--- config.mk ---
export PLATFORM = sky130hd
export DESIGN_NAME = prescaled_updown_counter
export DESIGN_NICKNAME = d
export VERILOG_FILES = /design/src/rtl/prescaled_updown_counter_pkg.sv /design/src/rtl/clk_prescaler.sv /design/src/rtl/prescaled_updown_counter.sv
export SDC_FILE = /design/constraint.sdc
export NUM_CORES = 1
export LEC_CHECK = 0
export BUFFER_PORTS_ARGS = -buffer_cell sky130_fd_sc_hd__buf_4
export CAP_MARGIN = 20
export CORE_ASPECT_RATIO = 1.75
export CORE_UTILIZATION = 55
export CTS_BUF_LIST = sky130_fd_sc_hd__clkbuf_16
export DETAILED_ROUTE_END_ITERATION = 16
export PLACE_DENSITY_LB_ADDON = 0.05
export SYNTH_ARGS = -nofsm -noshare
export SYNTH_HDL_FRONTEND = slang
export SYNTH_SLANG_ARGS = --single-unit
--- constraint.sdc ---
create_clock -name clk -period 3.8 [get_ports clk]
set_input_delay 0.76 -clock clk [delete_from_list [all_inputs] [get_ports clk]]
set_output_delay 0.76 -clock clk [all_outputs]
set_load 0.05 [all_outputs]
--- src/rtl/prescaled_updown_counter_pkg.sv ---
// Shared constants for the prescaled up/down counter slice.
//   MODE_WRAP / MODE_SAT : values for the SATURATE parameter
//   DEFAULT_WIDTH        : default count register width
//   DEFAULT_PS_W         : default prescaler divider width
package prescaled_updown_counter_pkg;

    localparam int unsigned MODE_WRAP     = 0;
    localparam int unsigned MODE_SAT      = 1;
    localparam int unsigned DEFAULT_WIDTH = 24;
    localparam int unsigned DEFAULT_PS_W  = 8;

endpackage

--- src/rtl/clk_prescaler.sv ---
// Enable-gated down-counting prescaler.
//   clk    : rising-edge clock
//   reset  : synchronous, active-high; clears the prescaler to 0
//   en     : advance the prescaler this clock
//   div    : reload value; a tick occurs every div+1 enabled clocks
//   reload : force a reload of div (takes priority over counting)
//   tick   : high while en=1 and the prescaler sits at 0
module clk_prescaler
    import prescaled_updown_counter_pkg::*;
#(
    parameter int unsigned PS_W = DEFAULT_PS_W
) (
    input  logic            clk,
    input  logic            reset,
    input  logic            en,
    input  logic [PS_W-1:0] div,
    input  logic            reload,
    output logic            tick
);

    logic [PS_W-1:0] ps_q;
    logic [PS_W-1:0] ps_d;

    always_comb begin
        ps_d = ps_q;
        if (reload) begin
            ps_d = div;
        end else if (en) begin
            ps_d = (ps_q == '0) ? div : ps_q - PS_W'(1);
        end
    end

    always_ff @(posedge clk) begin
        if (reset) begin
            ps_q <= '0;
        end else begin
            ps_q <= ps_d;
        end
    end

    assign tick = en && (ps_q == '0);

endmodule

--- src/rtl/prescaled_updown_counter.sv ---
// Prescaled up/down counter with programmable terminal value.
//   clk      : rising-edge clock
//   reset    : synchronous, active-high
//   en       : count enable (gates prescaler and steps)
//   up       : 1 = increment, 0 = decrement
//   div      : prescale value, one step per div+1 enabled clocks
//   max_val  : inclusive upper count limit
//   load     : synchronous load strobe (beats a step in the same clock)
//   load_val : value loaded, clamped to max_val
//   count    : registered count
//   tc       : one-clock pulse following a step taken at a limit
//   at_zero  : registered count == 0 (lags count by one clock)
//   at_max   : registered count == max_val (lags count by one clock)
module prescaled_updown_counter
    import prescaled_updown_counter_pkg::*;
#(
    parameter int unsigned WIDTH    = DEFAULT_WIDTH,
    parameter int unsigned PS_W     = DEFAULT_PS_W,
    parameter int unsigned SATURATE = MODE_WRAP
) (
    input  logic             clk,
    input  logic             reset,
    input  logic             en,
    input  logic             up,
    input  logic [PS_W-1:0]  div,
    input  logic [WIDTH-1:0] max_val,
    input  logic             load,
    input  logic [WIDTH-1:0] load_val,
    output logic [WIDTH-1:0] count,
    output logic             tc,
    output logic             at_zero,
    output logic             at_max
);

    localparam bit SAT = (SATURATE == MODE_SAT);

    logic             tick;
    logic             step;
    logic [WIDTH-1:0] count_q, count_d;
    logic             tc_q, tc_d;
    logic             at_zero_q, at_zero_d;
    logic             at_max_q, at_max_d;

    clk_prescaler #(
        .PS_W (PS_W)
    ) u_prescaler (
        .clk    (clk),
        .reset  (reset),
        .en     (en),
        .div    (div),
        .reload (load),
        .tick   (tick)
    );

    assign step = tick && !load;

    always_comb begin
        count_d   = count_q;
        tc_d      = 1'b0;
        at_zero_d = (count_q == '0);
        at_max_d  = (count_q == max_val);
        if (load) begin
            count_d = (load_val > max_val) ? max_val : load_val;
        end else if (step) begin
            if (up) begin
                if (count_q >= max_val) begin
                    count_d = SAT ? max_val : '0;
                    tc_d    = 1'b1;
                end else begin
                    count_d = count_q + WIDTH'(1);
                end
            end else begin
                if (count_q == '0) begin
                    count_d = SAT ? '0 : max_val;
                    tc_d    = 1'b1;
                end else if (SAT && (count_q > max_val)) begin
                    // Above the limit (max_val lowered at runtime): snap back.
                    count_d = max_val;
                end else begin
                    count_d = count_q - WIDTH'(1);
                end
            end
        end
    end

    always_ff @(posedge clk) begin
        if (reset) begin
            count_q   <= '0;
            tc_q      <= 1'b0;
            at_zero_q <= 1'b1;
            at_max_q  <= (max_val == '0);
        end else begin
            count_q   <= count_d;
            tc_q      <= tc_d;
            at_zero_q <= at_zero_d;
            at_max_q  <= at_max_d;
        end
    end

    assign count   = count_q;
    assign tc      = tc_q;
    assign at_zero = at_zero_q;
    assign at_max  = at_max_q;

endmodule

[Yosys cells after proc, flatten, opt, wreduce, memory -nomap -nowiden]
Index checks and enable logic that the tools add are counted.
Storage, ports and cells
  bits in registers: 35
  input port bits: 61
  output and inout bits: 27
  word-level logic and storage cells: 34
Cells by class
  add/sub/neg operators: 3
  order comparisons: 2
  equality and inequality tests: 1
  multiplexer cells: 13
  bitwise gates (word level): 1
  reduce and logical (&&, ||, !) cells: 9
Operator list (count)
  $mux W24: 6
  $logic_not A24 Y1: 2
  $add A24 B1 Y24 const B: 1
  $eq A24 B24 Y1: 1
  $ge A24 B24 Y1: 1
  $gt A24 B24 Y1: 1
  $mux W8: 3
  $sub A24 B1 Y24 const B: 1
  $logic_not A8 Y1: 1
  $sub A8 B1 Y8 const B: 1
  $mux W1: 4
  $reduce_bool A2 Y1: 2
  $reduce_or A3 Y1: 1
  $logic_and A1 B1 Y1: 2
  $logic_not A1 Y1: 1
  $not A1 Y1: 1

[Logic depth before layout (Yosys ltp)]
  depth after elaboration: 5
  mapped depth: 10
  gate-level depth less buffers: 9

[Cells and area by module]
Synthesis repeated with hierarchy kept, for this count alone.
Second synthesis, totals
  cell total of the unflattened synthesis: 610
  area total of the unflattened synthesis: 4535.6 um^2
By module, submodules not included
  prescaled_updown_counter: times used 1, cells each 541, area each 3942.5 um^2, seq. area each 540.5 um^2
  clk_prescaler: times used 1, cells each 69, area each 593.1 um^2, seq. area each 160.2 um^2

[Least setup slack after synthesis]
OpenSTA, ideal clock, no wires.
  path type: input -> register
  from: input port max_val[1]
  to: register count_q[14] (netlist: count[14])
  setup time: 0.075 ns
  arrival time: 2.970 ns
  data required time: 3.725 ns
  setup slack: 0.756 ns
  stages: 10
  path buffers: 1
  path through: inv_1 > ha_1 > nor2b_1 > o211ai_1 > a21oi_1 > o31a_1 > o21ai_1 > clkbuf_1 > mux2_2 > a31oi_1
On the way
  cells in the longest elaborated chain, start to end: 5
  elaborated cells between the ends (all ways): 7
  those cells by class: order compare (2); mux (5)
RTL lines
  start, declared: RTL line prescaled_updown_counter.sv:26  | input logic [WIDTH-1:0] max_val,
  $ge A24 B24 Y1: RTL line prescaled_updown_counter.sv:66  | if (count_q >= max_val) begin
  $mux W24: RTL line prescaled_updown_counter.sv:66
  $mux W24: RTL line prescaled_updown_counter.sv:65  | if (up) begin
  $mux W24: RTL line prescaled_updown_counter.sv:64  | end else if (step) begin
  $mux W24 *: RTL line prescaled_updown_counter.sv:62  | if (load) begin
  end signal, assigned: RTL line prescaled_updown_counter.sv:93  | count_q <= count_d;
  end, declared: RTL line prescaled_updown_counter.sv:39  | logic [WIDTH-1:0] count_q, count_d;
Mark *: on every way between the ends. The rest lies on a longest branch, timed or not. The select of a mux whose other input is x is not followed.
A chain may end at the register's enable or synchronous reset.

[Final worst setup path]
  from: input port max_val[9]
  to: register count_q[18] (netlist: count[18])
Same word-level chain as after synthesis.

==> Flow_metrics.wiki <==
{| class="wikitable"
! Metric !! Value
|-
| Setup repair after global routing missed its margin || false
|-
| Worst setup EP type || flop
|-
| Endpoint arrival time on the critical path || 3.34 ns
|-
| Vias in the first global route || 5358
|-
| Highest attainable clock frequency || 0.318 GHz
|-
| Maxcap violations || 0
|-
| DRT Pass-1 Iters || 6
|-
| Met3 layer wire length in the routed design || 1350 um
|-
| Residual DRC || 0
|-
| Number of antenna violations at the first check in global routing || 0
|-
| Total via count in the routed design || 5449
|-
| Initial standard-cell utilization of the core || 57.5%
|-
| First-iteration detailed-routing DRC count || 612
|-
| CTS root buffer || clkbuf_16
|-
| Clock tree from TritonCTS || built
|-
| Die boundary height || 120 um
|-
| Worst Skew || 0.00464 ns
|-
| Proportion of layout cells with a drive suffix above 1 || 20.2%
|-
| Wire length of the first global-routing pass || 27200 um
|-
| Run status || finished, final reports clean
|-
| Maximum buffer depth of the clock tree || 2
|-
| Row Count || 42
|-
| Critical Path, Cell by Cell || buf_4 > inv_1 > ha_1 > a21o_1 > a221o_1 > nand2_1 > nand4_1 > nor4_1 > buf_4 > a21oi_1 > o221ai_1
|-
| GRT Resource Usage Total || 41.8%
|-
| Synth Warn # || 0
|-
| Share of flip-flops with an asynchronous set or reset after synthesis || 0%
|-
| Hold buffer count at CTS || 0
|-
| Clock input transition at the sequential cells of the worst setup and hold paths || 0.06 ns
|-
| Non-filler cells in the finished layout || 772
|-
| Antenna violation net count after detailed routing || 0
|-
| Wire length on met2 || 8390 um
|-
| Post-Synthesis Net Count || 716
|-
| Pwr dens || 316 nW/um2
|-
| Actual slew at the worst max-slew pin || 0.789 ns
|-
| Pin count of the biggest net entering global routing || 34
|-
| Num Clock Sinks || 35
|-
| Overall die area || 8400 um2
|-
| Area taken by flip-flops and latches || 701 um2
|-
| Proportion of synthesized chip area in sequential cells || 15.9%
|-
| Top fanout value on the critical path || 6
|-
| Uppermost layer routed || met4
|-
| Hold WC Path Type || flop to flop
|-
| WL per Instance || 22.4 um
|-
| Unique cell type count in the Yosys netlist || 66
|-
| Final worst-path cycle share || 82.8%
|-
| Clock insertion delay at the later pin of the skew report || 0.29 ns
|-
| Register bit total from synthesis || 35
|-
| Total of endpoints with negative setup slack in the final report || 0
|-
| Combinational power share || 43.5%
|-
| Total of cells resized after clock tree synthesis || 0
|-
| Total setup buffers inserted after CTS || 0
|-
| Global-route congestion overflow total || 0
|-
| Required time of the critical path || 3.99 ns
|-
| Area overhead of the layout relative to synthesis || 21.4%
|-
| Number of cells after detailed placement || 764
|-
| Critical path buffers and inverters || 3
|-
| Post-detail-place hpwl || 13300 um
|-
| Max Slew Vio Count || 0
|-
| Number of buffers added by the clock tree synthesis step || 5
|-
| Area of the core region || 7670 um2
|-
| Leakage || 2.32 nW
|-
| Synthesized cell area || 4410 um2
|-
| Post-synthesis instance total || 602
|-
| Synthesized area divided by synthesized cell count || 7.33 um2
|-
| Net Switching || 698 uW
|-
| Kind of start point of the critical path || input port
|-
| Switching part of the total power || 41.3%
|-
| Cell family with most CP delay || simple AND/OR/NAND/NOR gates
|-
| Most used flip-flop cell after synthesis || dfxtp_1
|-
| Post-route setup TNS || 0 ns
|-
| Count of H-tree levels built during CTS || 2
|-
| Area of all placed cells without fillers || 5350 um2
|-
| Cell-internal power || 993 uW
|-
| Diodes inserted || 0
|-
| Largest incremental delay on the critical path || 0.68 ns
|-
| Fraction of power consumed by the clock network || 28.9%
|-
| Number of I/O port buffers || 87
|-
| Slew HR || 47.2%
|-
| Number of synthesized flops with an enable pin || 0
|-
| Boundary pin count || 88
|-
| Post-Route M1 WL || 6000 um
|-
| Slowest cell on crit path || nor4_1
|-
| Final Net Count || 797
|-
| Final Routed Wirelength || 17300 um
|-
| Most repeated library cell on the critical path || buf_4
|-
| Worst Path Class, Setup || input port to flop
|-
| Area after detailed placement || 5190 um2
|-
| Proportion of power drawn by flip-flops and latches || 27.7%
|-
| Via count normalized by instance count || 7.06
|-
| Die W || 69.7 um
|-
| Area used by multi-input combinational logic || 3440 um2
|-
| Number of hold violations in the final report || 0
|-
| RePlAce Congestion || 1.07
|-
| Min Clock Period, post-route || 3.14 ns
|-
| Max VDD drop || 0.273 mV
|-
| Filler cell count || 691
|}
==> cells in the final DEF, fill, tap and decap left out, drive strengths merged, types with 4 or more instances in the layout <==
cell type,count
a21oi,37
nand3,19
dfxtp,35
nor3,32
nand4,21
and3,6
nand2,65
a31oi,11
or4,7
mux2,8
nor2,31
inv,36
a211oi,9
a22oi,8
nor4,17
clkbuf,5
and4,6
o211ai,11
a221oi,6
nand3b,4
o22ai,6
mux2i,16
o21ai,44
ha,53
xnor2,15
buf,106
or3,11
==> area by class of cell <==
cell class	count	area share [%]
repair buffers	106	15.1
inverters	36	2.52
clock inverters	3	0.724
flip-flops and latches	35	13.1
well taps	88	2.06
multi-input cells	499	64.2
clock buffers	5	2.34
==> metrics by stage <==
| stage | worst slack, ns | total power [mW] | hold slack, ns | util, % |
|---|---|---|---|---|
| floorplan | 0.756 | 0.934 | 0.458 | - |
| global placement | 0.480 | 1.17 | 0.475 | 67.6 |
| detailed placement | 0.462 | 1.19 | 0.476 | 67.6 |
| CTS | 0.757 | 1.67 | 0.483 | 69.8 |
| global route | 0.475 | 1.77 | 0.514 | 69.8 |
| finish | 0.655 | 1.69 | 0.488 | 69.8 |
==> per-layer routing <==
layer	GRT usage, %	vias up
li1	-	2456
met1	43.9	2521
met2	71.1	343
met3	7.50	129
met4	35.9	0
met5	0	-
==> cell usage after synthesis, types with 18 or more instances <==
master | number | area, um2
nand3_1 | 19 | 95.1
nand4_1 | 21 | 131
clkbuf_1 | 25 | 93.8
nor2_1 | 31 | 116
a21oi_1 | 35 | 175
o21ai_1 | 18 | 90.1
nand2_1 | 64 | 240
nor3_1 | 32 | 160
dfxtp_1 | 35 | 701
ha_1 | 53 | 663
o21ai_0 | 25 | 125
inv_1 | 35 | 131
==> worst paths after layout <==
check	start	endpoint	slack (ns)	cells past startpoint
worst max-delay path	max_val[9]	count[18]	0.66	11
worst min-delay path	u_prescaler.ps_q[1]	u_prescaler.ps_q[1]	0.49	2
worst max register to register	count[0]	count[18]	0.71	11
worst min register to register	u_prescaler.ps_q[1]	u_prescaler.ps_q[1]	0.49	2
==> worst register-to-register path, cell delays in order, from the launching register on <==
cell,delay [ns]
dfxtp_1,0.50
inv_1,0.17
ha_1,0.31
nand2b_1,0.15
a211o_1,0.29
o2111ai_1,0.12
a21boi_1,0.10
buf_4,0.21
nor4_1,0.65
buf_4,0.25
a21oi_1,0.06
o221ai_1,0.19
==> cell families after synthesis <==
| group | Yosys count | synth area share, % |
|---|---|---|
| muxes | 24 | 5.67 |
| xor gates and xnor gates | 18 | 3.57 |
| AOI/OAI and AO/OA | 169 | 25.6 |
| buffers and inverters | 68 | 6.32 |
| and+or+nand+nor | 235 | 28.0 |
| adders and majority gates | 53 | 15.0 |
| DFF | 35 | 15.9 |
==> state kept, by name, summed over array words and instances, names as in the netlist <==
register,cells
count,24
at_zero,1
tc,1
at_max,1
u_prescaler.ps_q,8
==> power by group through the flow <==
| stage | registers, mW | logic, mW | clock network (mW) |
|---|---|---|---|
| after floorplan | 0.528 | 0.406 | 0 |
| after global placement | 0.471 | 0.702 | 0 |
| after detailed placement | 0.472 | 0.719 | 0 |
| after CTS | 0.464 | 0.722 | 0.481 |
| after global routing | 0.473 | 0.793 | 0.501 |
| final | 0.468 | 0.735 | 0.488 |
(Power assumes the default switching activity.)
